[config.mk]
export PLATFORM = sky130hd
export DESIGN_NAME = sodor_mc_sequencer
export DESIGN_NICKNAME = d
export VERILOG_FILES = /design/src/rtl/sodor_ctrl_pkg.sv /design/src/rtl/sodor_imm_gen.sv /design/src/rtl/sodor_mc_sequencer.sv
export SDC_FILE = /design/constraint.sdc
export NUM_CORES = 1
export LEC_CHECK = 0
export ABC_AREA = 1
export CORE_UTILIZATION = 46
export CTS_CLUSTER_SIZE = 40
export DETAILED_ROUTE_END_ITERATION = 16
export PLACE_DENSITY = 0.79
export SLEW_MARGIN = 20
export SYNTH_ARGS = -nofsm -noshare
export SYNTH_HDL_FRONTEND = slang
export SYNTH_SLANG_ARGS = --single-unit
[constraint.sdc]
create_clock -name clk -period 3.3 [get_ports clk]
set_clock_uncertainty 0.2 [all_clocks]
set_input_delay 0.495 -clock clk [delete_from_list [all_inputs] [get_ports clk]]
set_output_delay 0.495 -clock clk [all_outputs]
set_load 0.02 [all_outputs]
[src/rtl/sodor_ctrl_pkg.sv]
// Shared control definitions for the Sodor multi-cycle sequencer: opcodes, FSM states,
// ALU function encoding and branch funct3 codes.
package sodor_ctrl_pkg;

  localparam int unsigned XLEN_DEFAULT = 32;

  localparam logic [6:0] OPC_R = 7'b0110011;
  localparam logic [6:0] OPC_I = 7'b0010011;
  localparam logic [6:0] OPC_B = 7'b1100011;

  typedef enum logic [2:0] {
    StFetch,
    StWait,
    StDecode,
    StRead,
    StExec,
    StWb
  } state_e;

  typedef enum logic [1:0] {
    KindR,
    KindI,
    KindB,
    KindIllegal
  } kind_e;

  // alu_fn = {alt, funct3}; alt selects SUB / SRA.
  typedef struct packed {
    logic       alt;
    logic [2:0] op;
  } alu_fn_t;

  localparam logic [2:0] F3_SR   = 3'd5;

  localparam logic [2:0] F3_BEQ  = 3'd0;
  localparam logic [2:0] F3_BNE  = 3'd1;
  localparam logic [2:0] F3_BLT  = 3'd4;
  localparam logic [2:0] F3_BGE  = 3'd5;
  localparam logic [2:0] F3_BLTU = 3'd6;
  localparam logic [2:0] F3_BGEU = 3'd7;

  function automatic kind_e classify(input logic [6:0] opcode);
    case (opcode)
      OPC_R:   return KindR;
      OPC_I:   return KindI;
      OPC_B:   return KindB;
      default: return KindIllegal;
    endcase
  endfunction

endpackage

[src/rtl/sodor_imm_gen.sv]
// Combinational I-type and B-type immediate extraction from an RV32I instruction word.
module sodor_imm_gen #(
  parameter int unsigned XLEN = 32
) (
  input  logic [31:0]     inst,
  output logic [XLEN-1:0] imm_i,
  output logic [XLEN-1:0] imm_b
);

  assign imm_i = {{(XLEN-12){inst[31]}}, inst[31:20]};
  assign imm_b = {{(XLEN-13){inst[31]}}, inst[31], inst[7], inst[30:25], inst[11:8], 1'b0};

  // rs1/funct3 and opcode fields carry no immediate bits for I/B formats.
  logic unused_bits;
  assign unused_bits = ^{inst[19:12], inst[6:0]};

endmodule

[src/rtl/sodor_mc_sequencer.sv]
// Multi-cycle RV32I control sequencer (R/I ALU ops and conditional branches): owns the PC,
// fetches over valid/ready and drives an external register file and ALU.
module sodor_mc_sequencer
  import sodor_ctrl_pkg::*;
#(
  parameter int unsigned     XLEN     = XLEN_DEFAULT,
  parameter logic [XLEN-1:0] RESET_PC = '0
) (
  input  logic            clk,
  input  logic            reset,
  output logic            imem_req_valid,
  input  logic            imem_req_ready,
  output logic [XLEN-1:0] imem_req_addr,
  input  logic            imem_resp_valid,
  input  logic [31:0]     imem_resp_data,
  output logic [4:0]      rf_raddr1,
  output logic [4:0]      rf_raddr2,
  input  logic [XLEN-1:0] rf_rdata1,
  input  logic [XLEN-1:0] rf_rdata2,
  output logic            rf_wen,
  output logic [4:0]      rf_waddr,
  output logic [XLEN-1:0] rf_wdata,
  output logic [XLEN-1:0] alu_a,
  output logic [XLEN-1:0] alu_b,
  output logic [3:0]      alu_fn,
  input  logic [XLEN-1:0] alu_y,
  output logic [XLEN-1:0] pc,
  output logic            retire,
  output logic            illegal
);

  state_e          state_q, state_d;
  kind_e           kind_q, kind_d;
  logic [31:0]     ir_q, ir_d;
  logic [XLEN-1:0] pc_q, pc_d;
  logic [XLEN-1:0] rs1_q, rs1_d, rs2_q, rs2_d;
  logic [XLEN-1:0] result_q, result_d;
  logic            taken_q, taken_d;

  logic [6:0]      opcode;
  logic [4:0]      rd, rs1, rs2;
  logic [2:0]      funct3;
  logic [XLEN-1:0] imm_i, imm_b;
  logic            br_taken;
  alu_fn_t         fn;

  assign opcode = ir_q[6:0];
  assign rd     = ir_q[11:7];
  assign funct3 = ir_q[14:12];
  assign rs1    = ir_q[19:15];
  assign rs2    = ir_q[24:20];

  sodor_imm_gen #(
    .XLEN (XLEN)
  ) u_imm_gen (
    .inst  (ir_q),
    .imm_i (imm_i),
    .imm_b (imm_b)
  );

  // ir_q[30] is funct7[5] for R-type and imm[10] for I-type shifts.
  always_comb begin
    fn.op  = funct3;
    fn.alt = 1'b0;
    if (kind_q == KindR) begin
      fn.alt = ir_q[30];
    end else if (kind_q == KindI && funct3 == F3_SR) begin
      fn.alt = ir_q[30];
    end
  end

  assign alu_fn    = fn;
  assign alu_a     = rs1_q;
  assign alu_b     = (kind_q == KindI) ? imm_i : rs2_q;
  assign rf_raddr1 = rs1;
  assign rf_raddr2 = rs2;
  assign rf_waddr  = rd;
  assign rf_wdata  = result_q;
  assign pc        = pc_q;
  assign imem_req_addr = pc_q;

  always_comb begin
    br_taken = 1'b0;
    case (funct3)
      F3_BEQ:  br_taken = (rs1_q == rs2_q);
      F3_BNE:  br_taken = (rs1_q != rs2_q);
      F3_BLT:  br_taken = ($signed(rs1_q) < $signed(rs2_q));
      F3_BGE:  br_taken = ($signed(rs1_q) >= $signed(rs2_q));
      F3_BLTU: br_taken = (rs1_q < rs2_q);
      F3_BGEU: br_taken = (rs1_q >= rs2_q);
      default: br_taken = 1'b0;
    endcase
  end

  always_comb begin
    state_d        = state_q;
    kind_d         = kind_q;
    ir_d           = ir_q;
    pc_d           = pc_q;
    rs1_d          = rs1_q;
    rs2_d          = rs2_q;
    result_d       = result_q;
    taken_d        = taken_q;
    imem_req_valid = 1'b0;
    rf_wen         = 1'b0;
    retire         = 1'b0;
    illegal        = 1'b0;

    unique case (state_q)
      StFetch: begin
        imem_req_valid = 1'b1;
        if (imem_req_ready) state_d = StWait;
      end
      StWait: begin
        if (imem_resp_valid) begin
          ir_d    = imem_resp_data;
          state_d = StDecode;
        end
      end
      StDecode: begin
        kind_d  = classify(opcode);
        state_d = StRead;
      end
      StRead: begin
        rs1_d   = rf_rdata1;
        rs2_d   = rf_rdata2;
        state_d = StExec;
      end
      StExec: begin
        result_d = alu_y;
        taken_d  = br_taken;
        state_d  = StWb;
      end
      StWb: begin
        state_d = StFetch;
        pc_d    = pc_q + XLEN'(4);
        unique case (kind_q)
          KindR, KindI: begin
            rf_wen = (rd != 5'd0);
            retire = 1'b1;
          end
          KindB: begin
            retire = 1'b1;
            if (taken_q) pc_d = pc_q + imm_b;
          end
          default: illegal = 1'b1;
        endcase
      end
      default: state_d = StFetch;
    endcase

    // Reset suppresses every side effect in the same cycle, including a WB commit.
    if (reset) begin
      imem_req_valid = 1'b0;
      rf_wen         = 1'b0;
      retire         = 1'b0;
      illegal        = 1'b0;
    end
  end

  always_ff @(posedge clk) begin
    if (reset) begin
      state_q  <= StFetch;
      kind_q   <= KindIllegal;
      ir_q     <= '0;
      pc_q     <= RESET_PC;
      rs1_q    <= '0;
      rs2_q    <= '0;
      result_q <= '0;
      taken_q  <= 1'b0;
    end else begin
      state_q  <= state_d;
      kind_q   <= kind_d;
      ir_q     <= ir_d;
      pc_q     <= pc_d;
      rs1_q    <= rs1_d;
      rs2_q    <= rs2_d;
      result_q <= result_d;
      taken_q  <= taken_d;
    end
  end

endmodule

==> impl_metrics.tcl, run 1 <==
set metrics [dict create \
    synth_compound_area_frac 0.203 \
    critical_path_class "reg2out" \
    crit_arrival_ns 2.40 \
    period_share 0.937 \
    finalCoreUtilization 0.649 \
    die_area_um2 22500 \
    cts_tree "built" \
    worst_slew_pin_slew_ns 0.847 \
    powerDensity_nw_per_um2 395 \
    synth_edf_count 0 \
    met3_usage 0.0723 \
    synthArstFlopShare 0 \
    preCtsSetupSlack_ns 0.449 \
    synth.top_cell.area_share 0.328 \
    antenna_found_initial 1 \
    htree_levels 4 \
    syn_area_per_cell_um2 6.74 \
    synth-simple-area-share 0.264 \
    placed_cells 1998 \
    cts_buffers 17 \
    clock_latency_ns 0.43 \
    dr.pass1.iters 5 \
    hpwlAfterDp_um 27600 \
    initial_core_util 0.474 \
    drt-vias-per-instance 5.38 \
    gr-total-overflow 0 \
    clock.fmax_mhz 324 \
    drive_above_1_share 0.0519 \
    top_usage_layer "met2" \
    rows 53 \
    cts_root_buf "clkbuf_16" \
    area_growth_pct 37.0 \
    final-hold-violation-count 0 \
    fp.dieH_um 150 \
    synth-seq-area-share 0.328 \
    synth-adder-area-share 0.0804 \
    grt.total_usage 0.322 \
    place_area_um2 13100 \
    netlist-cell-type-count 49 \
    grt_use_met2 0.553 \
    yosys.area_share.xor_xnor 0.0174 \
    post_cts_buffers 0 \
    min_from "ir_q[6]" \
    design_area_um2 13800 \
    syn_inst 1493 \
    cts_hold_buffers 0 \
    status "finished, final reports clean" \
    grt_pass1_wl_um 55800 \
    routed_wl_um 36000 \
    grt_pass1_vias 10300 \
    ios 315 \
    cts_resized 0 \
    maxCapViolCount 0 \
    dr_total_vias 10900 \
    ant_nets 0 \
    place_congestion 0.941 \
    die_x_um 150 \
    rsz0062_at_grt "no" \
    synth.cell_area_um2 10100 \
    fillCellCount 1944 \
    critPathCaptureType "primary output" \
    synth.area.mux_share 0 \
    min_path_type "reg2reg" \
    synth_common_cells "nor2_1 (247), nand2_1 (228), o21ai_0 (202)" \
    synth_seq_cells 165 \
    path_max_fanout 22 \
    setup_tns_ns 0 \
    synth_top_cell_by_area "dfxtp_1" \
    synth_flop_cell "dfxtp_1" \
    peakVddDrop_mv 0.357 \
    clk_pin_slew_ns 0.07 \
    grt_use_met1 0.393 \
    drtIter0Drc 618 \
    yosysMostFrequentCell "nor2_1" \
    leakage_nw 5.42 \
    nNetsFinal 1938 \
    period_needed_ns 3.09 \
    drc 0 \
    port_buffers 312 \
    wl_per_cell_um 17.7 \
    clock-sinks 165 \
    cp-startpoint "kind_q[0]" \
    final_max_slew_viol_count 0 \
    synth_top_family_by_area "simple AND/OR/NAND/NOR gates" \
    start_kind "flop" \
    synth_warnings 0 \
    ys_top_cells_by_area "dfxtp_1 (33%), o21ai_0 (10%), nor2_1 (9.2%)" \
    clk_path_buf_depth 2 \
    r2r_start "imem_req_addr[3]" \
    final.setup.worst_slack_ns 0.209 \
    cp.required_ns 2.60 \
    setup_viol 0 \
    grt_max_degree 134 \
    worstHoldPathCells 2 \
    core-area_um2 21200 \
    layout.cells.non_filler 2031 \
    slew_headroom 0.435 \
    worst-r2r-cell-count 11 \
]
## per-layer routing
layer | routed length [µm] | part of all wire | vias to the layer above
met5 | 0 | 0 | -
met4 | 879 | 0.024 | 0
met2 | 17600 | 0.49 | 400
li1 | - | - | 5454
met3 | 2510 | 0.070 | 52
met1 | 15000 | 0.42 | 5017
## power breakdown
part	total, mW	internal [mW]	switching, mW
Combinational	1.08	0.481	0.600
Clock	2.21	1.30	0.918
Sequential	2.15	2.08	0.0730
Total	5.45	3.86	1.59
## worst max-delay path, stage by stage, from the launching register on
cell	delay [ns]
dfxtp_1	0.39
inv_1	0.14
nor2_2	0.12
buf_4	0.25
buf_4	0.27
nand2_1	0.07
o21ai_0	0.08
clkdlybuf4s50_1	0.63
## area by class of cell
cell class	instances	area [µm²]	share of cell area
Sequential cell	165	3300	0.240
Tap cell	275	344	0.0250
Timing Repair Buffer	339	3330	0.242
Antenna cell	1	2.50	0.000182
Clock inverter	14	213	0.0154
Clock buffer	18	429	0.0311
Multi-Input combinational cell	1095	5690	0.413
Inverter	124	467	0.0339
## sequential cells by signal, indices dropped and copies added (netlist names)
| signal | count |
|---|---|
| rf_wdata | 32 |
| state_q | 3 |
| alu_a | 32 |
| kind_q | 2 |
| ir_q | 32 |
| rs2_q | 32 |
| imem_req_addr | 31 |
| taken_q | 1 |
## per-stage QoR
| stage | total power [mW] | hold WS, ns |
|---|---|---|
| floorplan | 2.80 | 0.242 |
| global placement | 3.25 | 0.260 |
| detailed placement | 3.27 | 0.263 |
| CTS | 5.45 | 0.272 |
| global route | 5.66 | 0.301 |
| finish | 5.45 | 0.270 |
## path summary, 6_finish.rpt
path / endpoint / slack (ns)
setup / recovery: alu_b[7] / 0.21
hold / removal: ir_q[6] / 0.27
setup reg to reg: imem_req_addr[26] / 0.59
hold reg to reg: ir_q[6] / 0.27
## kinds of logic (layout without fill, tap and decap cells)
group / count (synthesis) / after routing
simple gates: 621 / 621
compound gates: 388 / 388
buf+inv: 234 / 495
flops: 165 / 165
fa+ha+maj: 64 / 64
xor+xnor: 20 / 20
other cells: 1 / 3
## cell usage in the layout, fill, tap and decap left out, types with 24 or more instances in the layout
cell type | netlist | routed
clkdlybuf4s50_1 | 0 | 312
nor2_1 | 247 | 246
nand2_1 | 228 | 227
o21ai_0 | 202 | 202
dfxtp_1 | 165 | 165
a21oi_1 | 142 | 142
inv_1 | 116 | 115
ha_1 | 63 | 63
nand3_1 | 60 | 60
buf_4 | 51 | 26
nor3_1 | 25 | 24
Power figures use the tool's default switching activity.
==> run 2, diff against run 1 <==
Settings changed: CORE_MARGIN set to 5.
==> run 2 against run 1 <==
Against the previous run:
- highest routed layer unchanged
- via count grew 0.41%
- sequential cell count did not move
- critical path type unchanged
- worst hold slack worse by 0.0022 ns
- sequential power hardly changed
- final area down 0.50%
- fmax increased by 0.71%
- first-iteration DRC count grew 27%
- setup slack better by 0.022 ns
- sequential share of layout area rose by 0.12 points
- clock-buffer cell count grew 1
- wire length is 2.6% higher
==> impl_metrics.tcl, run 2 (synthesis gave the netlist of run 1 again) <==
set metrics [dict create \
    status "finished, final reports clean" \
    final_max_slew_viol_count 0 \
    rsz0062_at_grt "no" \
    cp_top_family "buffers and inverters" \
    dr.pass1.iters 5 \
    area_growth_pct 36.3 \
    grt_max_degree 131 \
    period_needed_ns 3.07 \
    clock.fmax_mhz 326 \
    clock_latency_ns 0.44 \
    die_area_um2 24900 \
    grt_pass1_wl_um 57000 \
    final.setup.worst_slack_ns 0.231 \
    hold_ws_ns 0.268 \
    final-hold-violation-count 0 \
    leakage_nw 5.38 \
    clk_pin_slew_ns 0.07 \
    cts_resized 0 \
    r2r_slack_ns 0.41 \
    finalCoreUtilization 0.632 \
    setup_tns_ns 0 \
    drc 0 \
    clock-sinks 165 \
    crit_arrival_ns 2.37 \
    port_buffers 312 \
    clk_path_buf_depth 2 \
    min_path_type "reg2reg" \
    design_area_um2 13700 \
    powerDensity_nw_per_um2 384 \
    hpwlAfterDp_um 28600 \
    r2r-end "imem_req_addr[31]" \
    die_x_um 158 \
    preCtsSetupSlack_ns 0.363 \
    critPathCaptureType "primary output" \
    critPathMaxStageDelay_ns 0.67 \
    drtIter0Drc 782 \
    grt_pass1_vias 10600 \
    nNetsFinal 1931 \
    routed_wl_um 36900 \
    place_area_um2 13100 \
    final_cell_mix "clkdlybuf4s50_1 (312), nor2_1 (246), nand2_1 (227)" \
    peakVddDrop_mv 0.359 \
    total_power_mw 5.26 \
    cp.required_ns 2.60 \
    path_max_fanout 21 \
    gr-total-overflow 0 \
    initial_core_util 0.464 \
    cts_root_buf "clkbuf_16" \
    maxCapViolCount 0 \
    drive_above_1_share 0.0486 \
    slew_headroom 0.296 \
    worstPathCellList "inv_1 -> nor2_2 -> nand2_1 -> o21ai_0 -> clkdlybuf4s50_1" \
    worst-r2r-cell-count 14 \
    worst_slew_pin_slew_ns 1.06 \
    start_kind "flop" \
    ios 315 \
    hold_end "ir_q[6]" \
    placed_cells 1995 \
    r2r_start "ir_q[8]" \
    critical_path_class "reg2out" \
    worstHoldPathCells 2 \
    htree_levels 4 \
    drt-vias-per-instance 5.41 \
    wl_per_cell_um 18.2 \
    cts_hold_buffers 0 \
    setup_viol 0 \
    rows 54 \
    fp.dieH_um 158 \
    path_buf_inv 2 \
    period_share 0.930 \
    cts_tree "built" \
    ant_nets 0 \
    layout_commonest_cell "clkdlybuf4s50_1" \
    place_congestion 0.941 \
    min_from "ir_q[6]" \
    cts_buffers 17 \
    layout.cells.non_filler 2029 \
    dr_total_vias 11000 \
    antenna_found_initial 0 \
    post_cts_buffers 0 \
    core-area_um2 21700 \
    crit_path_top_delay_cell "clkdlybuf4s50_1" \
    grt.total_usage 0.293 \
]
-- run 2: power breakdown --
| part | internal [mW] | total, mW | switching (mW) |
|---|---|---|---|
| Sequential | 2.08 | 2.15 | 0.0733 |
| Clock | 1.11 | 2.04 | 0.929 |
| Combinational | 0.479 | 1.07 | 0.595 |
| Total | 3.66 | 5.26 | 1.60 |
-- run 2: cell type report --
type                       instances  area (µm²)
sequential                       165        3300
antenna                            1        2.50
timing repair buffer             332        3310
fill                            1957        7980
clock inverter                    13         138
clock buffer                      19         453
multi-input combinational       1095        5690
inverter                         124         467
tap                              280         350
-- run 2: routing by layer --
layer  track usage  vias to the layer above  wire (µm)
met5             0                        -          0
met4         0.121                        0       1450
met3        0.0864                       87       3170
met2         0.499                      430      17700
met1         0.344                     5024      14600
li1              -                     5427          -
-- run 2: worst register-to-register path, cell delays in order (launching register included) --
cell and delay (ns):
dfxtp_1 0.39, ha_1 0.20, inv_1 0.08, fa_1 0.42, inv_1 0.08, nand3_1 0.07
nand2_1 0.12, a21oi_1 0.16, o21ai_0 0.43, nand3_1 0.24, nand3_1 0.12, nand3_1 0.08
nand2_1 0.06, nand3_1 0.06, a21oi_1 0.13
-- run 2: how the worst max path moves through the flow --
stage / start / to / slack [ns] / depth (start not counted)
6_report: kind_q[0] / alu_b[11] / 0.23 / 5
5_1_grt: kind_q[0] / alu_b[11] / 0.05 / 5
4_1_cts: kind_q[0] / alu_b[11] / 0.22 / 5
3_5_place_dp: reset / rf_wen / 0.36 / 5
3_3_place_gp: reset / rf_wen / 0.39 / 5
2_1_floorplan: state_q[2] / rf_wen / 0.81 / 6
